[config.mk]
export PLATFORM = sky130hd
export DESIGN_NAME = pipeline_hazard_ctrl_flat
export DESIGN_NICKNAME = d
export VERILOG_FILES = /design/src/rtl/pipeline_hazard_ctrl_if.sv /design/src/rtl/pipeline_hazard_ctrl.sv /design/src/flat_wrapper.sv
export SDC_FILE = /design/constraint.sdc
export NUM_CORES = 1
export LEC_CHECK = 0
export ABC_CLOCK_PERIOD_IN_PS = 2170
export CAP_MARGIN = 20
export CORE_MARGIN = 5
export CORE_UTILIZATION = 42
export DETAILED_ROUTE_END_ITERATION = 10
export PLACE_DENSITY = 0.81
export RECOVER_POWER = 25
export SYNTH_ARGS = -nofsm -noshare
export SYNTH_HDL_FRONTEND = slang
export SYNTH_SLANG_ARGS = --single-unit
[constraint.sdc]
create_clock -name clk -period 2.17 [get_ports clk]
set_input_delay 0.434 -clock clk [delete_from_list [all_inputs] [get_ports clk]]
set_output_delay 0.434 -clock clk [all_outputs]
set_load 0.01 [all_outputs]
[src/rtl/pipeline_hazard_ctrl_if.sv]
// Bundle between the pipeline datapath and the hazard/stall sequencer.
// Latency: none, plain wires. Backpressure: the sequencer's enables are the stall mechanism.
// Ports: master = pipeline side (drives hazard sources, receives enables/flushes);
//        slave  = hazard controller (samples hazard sources, drives enables/flushes/stall_cnt).
// REG_ADDR_W and CNT_W must match the parameters of the pipeline_hazard_ctrl instance.
interface pipeline_hazard_ctrl_if #(
    parameter int REG_ADDR_W = 5,
    parameter int CNT_W      = 16
);
    // hazard sources
    logic [REG_ADDR_W-1:0] id_rs1;
    logic [REG_ADDR_W-1:0] id_rs2;
    logic                  id_uses_rs1;
    logic                  id_uses_rs2;
    logic                  ex_mem_read;
    logic [REG_ADDR_W-1:0] ex_rd;
    logic                  branch_taken;
    logic                  mem_busy;
    // pipeline controls
    logic                  pc_write;
    logic                  if_id_write;
    logic                  pipe_en;
    logic                  ctrl_en;
    logic                  if_id_flush;
    logic                  id_ex_flush;
    logic [CNT_W-1:0]      stall_cnt;

    modport master (
        output id_rs1, id_rs2, id_uses_rs1, id_uses_rs2,
        output ex_mem_read, ex_rd, branch_taken, mem_busy,
        input  pc_write, if_id_write, pipe_en, ctrl_en,
        input  if_id_flush, id_ex_flush, stall_cnt
    );

    modport slave (
        input  id_rs1, id_rs2, id_uses_rs1, id_uses_rs2,
        input  ex_mem_read, ex_rd, branch_taken, mem_busy,
        output pc_write, if_id_write, pipe_en, ctrl_en,
        output if_id_flush, id_ex_flush, stall_cnt
    );
endinterface

[src/rtl/pipeline_hazard_ctrl.sv]
// Hazard/stall sequencer for a 5-stage pipeline: load-use bubbles, branch flushes, dmem freeze.
// Latency: Mealy outputs, hazard inputs act in the same cycle; state changes land next cycle.
// Backpressure: mem_busy freezes every stage (state held); load-use holds PC and IF/ID only.
// Ports: clk, rst (sync, active-high); hz (slave modport) carries ID/EX register fields,
//        branch_taken, mem_busy in, and pc_write, if_id_write, pipe_en, ctrl_en,
//        if_id_flush, id_ex_flush, stall_cnt out.
module pipeline_hazard_ctrl #(
    parameter int REG_ADDR_W   = 5,
    parameter int LOAD_LAT     = 1,
    parameter int FLUSH_CYCLES = 1,
    parameter int CNT_W        = 16
) (
    input  logic                  clk,
    input  logic                  rst,
    pipeline_hazard_ctrl_if.slave hz
);
    // cnt only has to cover the longer of the two multi-cycle sequences
    localparam int SEQ_MAX = (LOAD_LAT > FLUSH_CYCLES) ? LOAD_LAT : FLUSH_CYCLES;
    localparam int SEQ_W   = (SEQ_MAX > 1) ? $clog2(SEQ_MAX + 1) : 1;
    localparam logic [REG_ADDR_W-1:0] ZERO_REG = '0;

    typedef enum logic [1:0] {
        RUN        = 2'd0,
        LOAD_STALL = 2'd1,
        FLUSH      = 2'd2
    } state_t;

    state_t           state, state_nxt;
    logic [SEQ_W-1:0] cnt, cnt_nxt;
    logic [CNT_W-1:0] stall_cnt;
    logic             load_use;

    logic pc_write, if_id_write, pipe_en, ctrl_en, if_id_flush, id_ex_flush;

    // x0 is hard-wired zero, so a load targeting it can never create a dependency
    assign load_use = hz.ex_mem_read && (hz.ex_rd != ZERO_REG) &&
                      ((hz.id_uses_rs1 && (hz.id_rs1 == hz.ex_rd)) ||
                       (hz.id_uses_rs2 && (hz.id_rs2 == hz.ex_rd)));

    always_ff @(posedge clk) begin
        if (rst) begin
            state <= RUN;
            cnt   <= '0;
        end else begin
            state <= state_nxt;
            cnt   <= cnt_nxt;
        end
    end

    always_comb begin
        state_nxt   = state;
        cnt_nxt     = cnt;
        pc_write    = 1'b1;
        if_id_write = 1'b1;
        pipe_en     = 1'b1;
        ctrl_en     = 1'b1;
        if_id_flush = 1'b0;
        id_ex_flush = 1'b0;

        if (rst) begin
            pc_write    = 1'b0;
            if_id_write = 1'b0;
            pipe_en     = 1'b0;
            ctrl_en     = 1'b0;
            state_nxt   = RUN;
            cnt_nxt     = '0;
        end else if (hz.mem_busy) begin
            // full freeze; branch/load-use are re-presented once memory is ready
            pc_write    = 1'b0;
            if_id_write = 1'b0;
            pipe_en     = 1'b0;
        end else if (hz.branch_taken && (state != FLUSH)) begin
            // a branch in FLUSH comes from a wrong-path instruction and is dropped
            if_id_flush = 1'b1;
            id_ex_flush = 1'b1;
            if (FLUSH_CYCLES > 1) begin
                state_nxt = FLUSH;
                cnt_nxt   = SEQ_W'(FLUSH_CYCLES - 1);
            end else begin
                state_nxt = RUN;
                cnt_nxt   = '0;
            end
        end else begin
            case (state)
                RUN: begin
                    if (load_use) begin
                        pc_write    = 1'b0;
                        if_id_write = 1'b0;
                        ctrl_en     = 1'b0;
                        if (LOAD_LAT > 1) begin
                            state_nxt = LOAD_STALL;
                            cnt_nxt   = SEQ_W'(LOAD_LAT - 1);
                        end
                    end
                end
                LOAD_STALL: begin
                    // remaining bubbles are unconditional; the load is already in flight
                    pc_write    = 1'b0;
                    if_id_write = 1'b0;
                    ctrl_en     = 1'b0;
                    if (cnt == SEQ_W'(1)) begin
                        state_nxt = RUN;
                        cnt_nxt   = '0;
                    end else begin
                        cnt_nxt = cnt - SEQ_W'(1);
                    end
                end
                FLUSH: begin
                    if_id_flush = 1'b1;
                    if (cnt == SEQ_W'(1)) begin
                        state_nxt = RUN;
                        cnt_nxt   = '0;
                    end else begin
                        cnt_nxt = cnt - SEQ_W'(1);
                    end
                end
                default: begin
                    state_nxt = RUN;
                    cnt_nxt   = '0;
                end
            endcase
        end
    end

    // cycles lost to stalls/freezes; saturating so long runs stay meaningful
    always_ff @(posedge clk) begin
        if (rst) begin
            stall_cnt <= '0;
        end else if (!pc_write && (stall_cnt != {CNT_W{1'b1}})) begin
            stall_cnt <= stall_cnt + CNT_W'(1);
        end
    end

    assign hz.pc_write    = pc_write;
    assign hz.if_id_write = if_id_write;
    assign hz.pipe_en     = pipe_en;
    assign hz.ctrl_en     = ctrl_en;
    assign hz.if_id_flush = if_id_flush;
    assign hz.id_ex_flush = id_ex_flush;
    assign hz.stall_cnt   = stall_cnt;
endmodule

[src/flat_wrapper.sv]
// flat-port wrapper written by rule: the top's interface ports become plain ports
module pipeline_hazard_ctrl_flat 
#(
    parameter int REG_ADDR_W   = 5,
    parameter int LOAD_LAT     = 1,
    parameter int FLUSH_CYCLES = 1,
    parameter int CNT_W        = 16
)
  (clk, rst, hz_id_rs1, hz_id_rs2, hz_id_uses_rs1, hz_id_uses_rs2, hz_ex_mem_read, hz_ex_rd, hz_branch_taken, hz_mem_busy, hz_pc_write, hz_if_id_write, hz_pipe_en, hz_ctrl_en, hz_if_id_flush, hz_id_ex_flush, hz_stall_cnt);
  pipeline_hazard_ctrl_if #(.REG_ADDR_W(REG_ADDR_W), .CNT_W(CNT_W)) hz_i ();
  input  logic clk;
  input  logic rst;
  input wire logic [$bits(hz_i.id_rs1)-1:0] hz_id_rs1;
  input wire logic [$bits(hz_i.id_rs2)-1:0] hz_id_rs2;
  input wire logic [$bits(hz_i.id_uses_rs1)-1:0] hz_id_uses_rs1;
  input wire logic [$bits(hz_i.id_uses_rs2)-1:0] hz_id_uses_rs2;
  input wire logic [$bits(hz_i.ex_mem_read)-1:0] hz_ex_mem_read;
  input wire logic [$bits(hz_i.ex_rd)-1:0] hz_ex_rd;
  input wire logic [$bits(hz_i.branch_taken)-1:0] hz_branch_taken;
  input wire logic [$bits(hz_i.mem_busy)-1:0] hz_mem_busy;
  output wire logic [$bits(hz_i.pc_write)-1:0] hz_pc_write;
  output wire logic [$bits(hz_i.if_id_write)-1:0] hz_if_id_write;
  output wire logic [$bits(hz_i.pipe_en)-1:0] hz_pipe_en;
  output wire logic [$bits(hz_i.ctrl_en)-1:0] hz_ctrl_en;
  output wire logic [$bits(hz_i.if_id_flush)-1:0] hz_if_id_flush;
  output wire logic [$bits(hz_i.id_ex_flush)-1:0] hz_id_ex_flush;
  output wire logic [$bits(hz_i.stall_cnt)-1:0] hz_stall_cnt;
  assign hz_i.id_rs1 = hz_id_rs1;
  assign hz_i.id_rs2 = hz_id_rs2;
  assign hz_i.id_uses_rs1 = hz_id_uses_rs1;
  assign hz_i.id_uses_rs2 = hz_id_uses_rs2;
  assign hz_i.ex_mem_read = hz_ex_mem_read;
  assign hz_i.ex_rd = hz_ex_rd;
  assign hz_i.branch_taken = hz_branch_taken;
  assign hz_i.mem_busy = hz_mem_busy;
  assign hz_pc_write = hz_i.pc_write;
  assign hz_if_id_write = hz_i.if_id_write;
  assign hz_pipe_en = hz_i.pipe_en;
  assign hz_ctrl_en = hz_i.ctrl_en;
  assign hz_if_id_flush = hz_i.if_id_flush;
  assign hz_id_ex_flush = hz_i.id_ex_flush;
  assign hz_stall_cnt = hz_i.stall_cnt;
  pipeline_hazard_ctrl #(.REG_ADDR_W(REG_ADDR_W), .LOAD_LAT(LOAD_LAT), .FLUSH_CYCLES(FLUSH_CYCLES), .CNT_W(CNT_W)) u_core (.clk(clk), .rst(rst), .hz(hz_i));
endmodule
* Word level (Yosys, flattened, before mapping)
Cells that the tools add are included. W data, S select, Z words.
Word-level totals: register bits 19, input bits 22, logic and storage cells 49
Operators by class: add/sub/neg operators 2, equal/unequal tests 8, bitwise logic cells 1, muxes and demuxes 22, reduce and logical (&&, ||, !) cells 13
Operators by type and width (count):
- $mux W1 | 17
- $add A16 B1 Y16 const B | 1
- $ne A16 B16 Y1 const B | 1
- $eq A5 B5 Y1 | 2
- $logic_and A1 B1 Y1 | 6
- $reduce_bool A5 Y1 | 1
- $mux W2 | 2
- $pmux W1 S2 | 2
- $pmux W2 S2 | 1
- $ne A3 B1 Y1 const B | 1
- $reduce_and A3 Y1 | 1
- $eq A2 B1 Y1 const B | 1
- $eq A2 B2 Y1 const B | 1
- $logic_not A2 Y1 | 1
- $ne A2 B1 Y1 const B | 1
- $ne A2 B2 Y1 const B | 1
- $reduce_and A2 Y1 | 1
- $reduce_or A2 Y1 | 1
- $logic_not A1 Y1 | 1
- $logic_or A1 B1 Y1 | 1
- $not A1 Y1 | 1
- $sub A1 B1 Y1 const B | 1

* Longest topological paths before layout
depth in word-level cells 11, depth in mapped cells 8

* Worst setup path after synthesis
No wires, ideal clock.
kind register -> register, start register u_core.stall_cnt[0] (netlist: u_core.hz.stall_cnt[0]), end register u_core.stall_cnt[9] (netlist: u_core.hz.stall_cnt[9]), cell stages (with the launch flop) 8, setup time 123 ps, setup slack 89 ps, path buffers 0, arrival time 1958 ps, data required time 2047 ps, period minus slack after synthesis 2081 ps, cells stage by stage dfxtp_1 -> ha_1 -> nand2_1 -> or4_4 -> o21ai_2 -> o21ai_2 -> nand4_1 -> mux2_1
On the way: longest elaborated chain between the ends 2, elaborated cells between the ends (all ways) 3, those cells by class add/sub (1); eq/ne (1); reduce/logical (1)
Ends and longest elaborated chain:
- start, declared | line pipeline_hazard_ctrl.sv:30 | logic [CNT_W-1:0] stall_cnt;
- start signal, assigned | line pipeline_hazard_ctrl.sv:130 | stall_cnt <= stall_cnt + CNT_W'(1);
- branches (longest 2 deep; another with $add A16 B1 Y16)
Parallel ways; which one is timed is not known. A chain may end at the register's enable or synchronous reset.

* Worst setup path after layout
start input rst, end output hz_if_id_flush
On the way: longest elaborated chain between the ends 1
Ends and longest elaborated chain:
- start, declared | line flat_wrapper.sv:12 | input logic rst;
- $mux W1 | line pipeline_hazard_ctrl.sv:60 | if (rst) begin
- end, declared | line flat_wrapper.sv:25 | output wire logic [$bits(hz_i.if_id_flush)-1:0] hz_if_id_flush;
Every way passes these cells.

==> parameters.txt <==
Parameter                              Value

Critical path
  Arrival time at the worst endpoint    between 1.5 and 2 ns
  Critical Path Max Stage Delay    approximately 0.45 ns
  Worst setup EP type    output port
  Critical Path Slowest Stage Cell    sky130_fd_sc_hd__clkdlybuf4s50_1
  Setup Crit Path Kind    input port to output port
  Cells along the critical path    clkdlybuf4s50_1, or2_4, inv_1, and2_1, dlygate4sd2_1
  Kind of cell with the highest combined delay on the critical path    buffers and inverters
  Buffer and inverter count on the worst path    3
  Critical path data required time    around 1.7 ns
  Worst setup path startpoint    rst
  CP max FO    3
  Worst flop-to-flop path startpoint    u_core.hz.stall_cnt[4]
  Category of the worst setup path launch point    input port

Detailed routing
  Total via count after detailed routing    ~1300
  Via-to-Cell Ratio    approximately 5.6
  Number of nets still failing antenna checks after routing    0
  Detailed router's first-iteration violation count    45
  Routed WL per cell    15.4 µm
  Remaining design rule violation count    0
  Pre-antenna DRT Iters    4
  Wire length after detailed routing    about 3500 µm

Logic synthesis
  Number of warnings reported in the yosys synthesis log    0
  Most area-consuming cells after synthesis    sky130_fd_sc_hd__dfxtp_1, sky130_fd_sc_hd__xnor2_1, sky130_fd_sc_hd__a21oi_1
  Post-synth top area share    around 30%
  Nets in the synthesized netlist    between 150 and 200
  Total of flip-flops plus latches after synthesis    16
  Number of distinct library cells after synthesis    40
  Number of enable flip-flop cells after synthesis    0
  Most used flip-flop cell after synthesis    sky130_fd_sc_hd__dfxtp_1
  Area leader, netlist    sky130_fd_sc_hd__dfxtp_1
  Mapped Cells    ~130
  Post-Synthesis Cell Area    around 1100 µm²
  Proportion of synthesized chip area in sequential cells    between 20 and 30%
  Cell with the most instances after synthesis    sky130_fd_sc_hd__dfxtp_1
  Synthesized area per cell    7.99 µm²
  Share of flip-flops with an asynchronous set or reset after synthesis    0%
  Commonest cells post-synth    sky130_fd_sc_hd__dfxtp_1, sky130_fd_sc_hd__a21oi_1, sky130_fd_sc_hd__xnor2_1, sky130_fd_sc_hd__nand2_1, sky130_fd_sc_hd__nor2_1

Layout
  Number of flip-flops in the largest register    16
  Layout Cells excl Fill    230
  Share of final-layout standard cells stronger than drive strength 1    28.0%
  Fin util    between 70 and 80%
  Number of filler cells placed in the layout    197
  Nets@finish    between 200 and 250
  Largest registers in the final layout    u_core.hz.stall_cnt (16)
  Final cell area excluding filler cells    ~1800 µm²
  Antenna Cells    0
  Largest Register    u_core.hz.stall_cnt
  Area growth, synth to finish    65.8%

GRT
  Maximum number of pins on one net before global-route repair    22
  Vias in the first global route    approximately 1200
  First-pass GRT wire length    roughly 5300 µm
  Final global-route overflow total    0
  Antenna violations before repair    0
  Overall track demand over capacity in global routing    between 10% and 20%

Floorplanning
  Die height    60.5 µm
  Total core area    2450 µm²
  Die Outline Area    roughly 3700 µm²
  IO Count    44
  Initial Util    between 40% and 50%
  Die width    roughly 61 µm
  Number of rows created at floorplan    18

Min path
  Start point of the worst hold path    u_core.hz.stall_cnt[14]
  Type of the most critical hold path    flip-flop to flip-flop

STA
  Count of final setup violators    0
  Final Critical Period    around 2.1 ns
  Transition at the pin with the smallest max-transition slack    between 0.3 and 0.4 ns
  Worst clock skew    0.00114 ns
  Final worst-path cycle share    97.5%
  Fmax    approximately 470 MHz
  Number of pins with negative max-slew slack in the final report    0
  Number of failing hold endpoints at the final stage    0
  Relative max-transition margin    between 70% and 80%

Clock network
  Clock Root Buffer    sky130_fd_sc_hd__clkbuf_4
  Number of buffers inserted during clock tree synthesis    3
  Number of clock sinks    16
  Clock slew seen by the registers of the worst setup and hold paths    ~0.1 ns
  Number of buffers on the longest clock path    2
  Post-CTS Hold Fix Bufs    0
  CTS tree    built
  H-tree depth    1
  Clock latency at the later pin of the worst-skew pair    about 0.28 ns

Place
  RD Place Congestion    between 0.8 and 0.9
  Placement-stage cell area    around 1700 µm²
  HPWL after DPL    approximately 2500 µm
  Number of buffer cells added on primary ports    43
  Cell count after placement    223

Power and ir drop
  Pleak    0.745 nW
  Largest vdd supply drop    around 0.34 mV
  P per Cell Area    roughly 380 nW/µm²

Run
  Max-cap violations    0

Run status
  Run status    finished, final reports clean
==> where the power goes <==
| group | total, W | leakage [nW] | switching, W | internal (W) |
|---|---|---|---|---|
| combinational | 0.000177 | 0.594 | 0.0000771 | 0.0000998 |
| sequential | 0.000303 | 0.130 | 0.00000318 | 0.000300 |
| clock | 0.000199 | 0.0210 | 0.0000969 | 0.000102 |
==> worst paths after layout <==
path                              to  slack, ns  cells after the start
min reg2reg  u_core.hz.stall_cnt[14]       0.54                      2
min          u_core.hz.stall_cnt[14]       0.54                      2
max reg2reg   u_core.hz.stall_cnt[8]       0.10                      7
max                   hz_if_id_flush       0.05                      5
==> per-layer routing <==
layer | up-vias | track usage (%) | part of all wire [%]
li1 | 620 | - | -
met1 | 604 | 21.2 | 39
met2 | 48 | 36.1 | 51
met3 | 6 | 3.19 | 8.8
met4 | 0 | 5.57 | 1.4
met5 | - | 0 | 0
==> worst reg2reg max path, delay by kind of cell (launching register included) <==
| kind | cells | cell delay, ns |
|---|---|---|
| flip-flops | 1 | 0.43 |
| multiplexers | 1 | 0.32 |
| buffers and inverters | 1 | 0.15 |
| AO/OA/AOI/OAI | 2 | 0.27 |
| AND/OR/NAND/NOR | 3 | 0.79 |
==> cell type report <==
type	count	area (µm²)	area share [%]
clock buffers	4	36.3	2.04
inverters	3	11.3	0.634
multi-input cells	110	769	43.3
flip-flops and latches	16	323	18.2
well taps	30	37.5	2.11
repair buffers	67	598	33.7
==> per-stage QoR <==
stage | hold slack (ns) | worst slack [ns] | setup TNS (ns) | total power, W
2_1_floorplan | 0.510 | 0.0889 | 0 | 0.000377
3_3_place_gp | 0.497 | -0.411 | -6.13 | 0.000474
3_5_place_dp | 0.522 | -0.478 | -7.53 | 0.000480
4_1_cts | 0.540 | -0.105 | -0.211 | 0.000674
5_1_grt | 0.564 | -0.0195 | -0.0195 | 0.000719
6_report | 0.540 | 0.0539 | 0 | 0.000679
==> kinds of logic after synthesis <==
kind of cell,count (synthesis),synth area share [%]
buf+inv,8,4.21
xor+xnor,11,9.00
fa+ha+maj,1,1.17
simple gates,61,32.9
mux,4,4.09
flops,16,29.9
compound gates,33,18.7
==> cells in the final DEF (no fill, tap or decap), drive strengths merged, types with 2 or more instances in the layout <==
cell type and count:
and2 4, buf 25, or3 9, a21oi 13
or2 3, dlygate4sd2 4, o41ai 3, inv 3
nand3 7, nand4 6, mux2 3, dlygate4sd3 9
clkdlybuf4s15 4, or4 2, clkdlybuf4s50 14, nor2b 3
o21ai 11, nor2 10, xnor2 11, dlymetal6s2s 7
or4b 2, clkbuf 8, nand2 10, dfxtp 16
==> timing repair <==
action	in CTS	in global routing
endpoints found under the setup margin	19	17
cloned	0	0
pin swaps	3	14
buffers inserted	2	1
gates resized for setup	21	29
No activity file was read; power rests on OpenSTA's default activity.
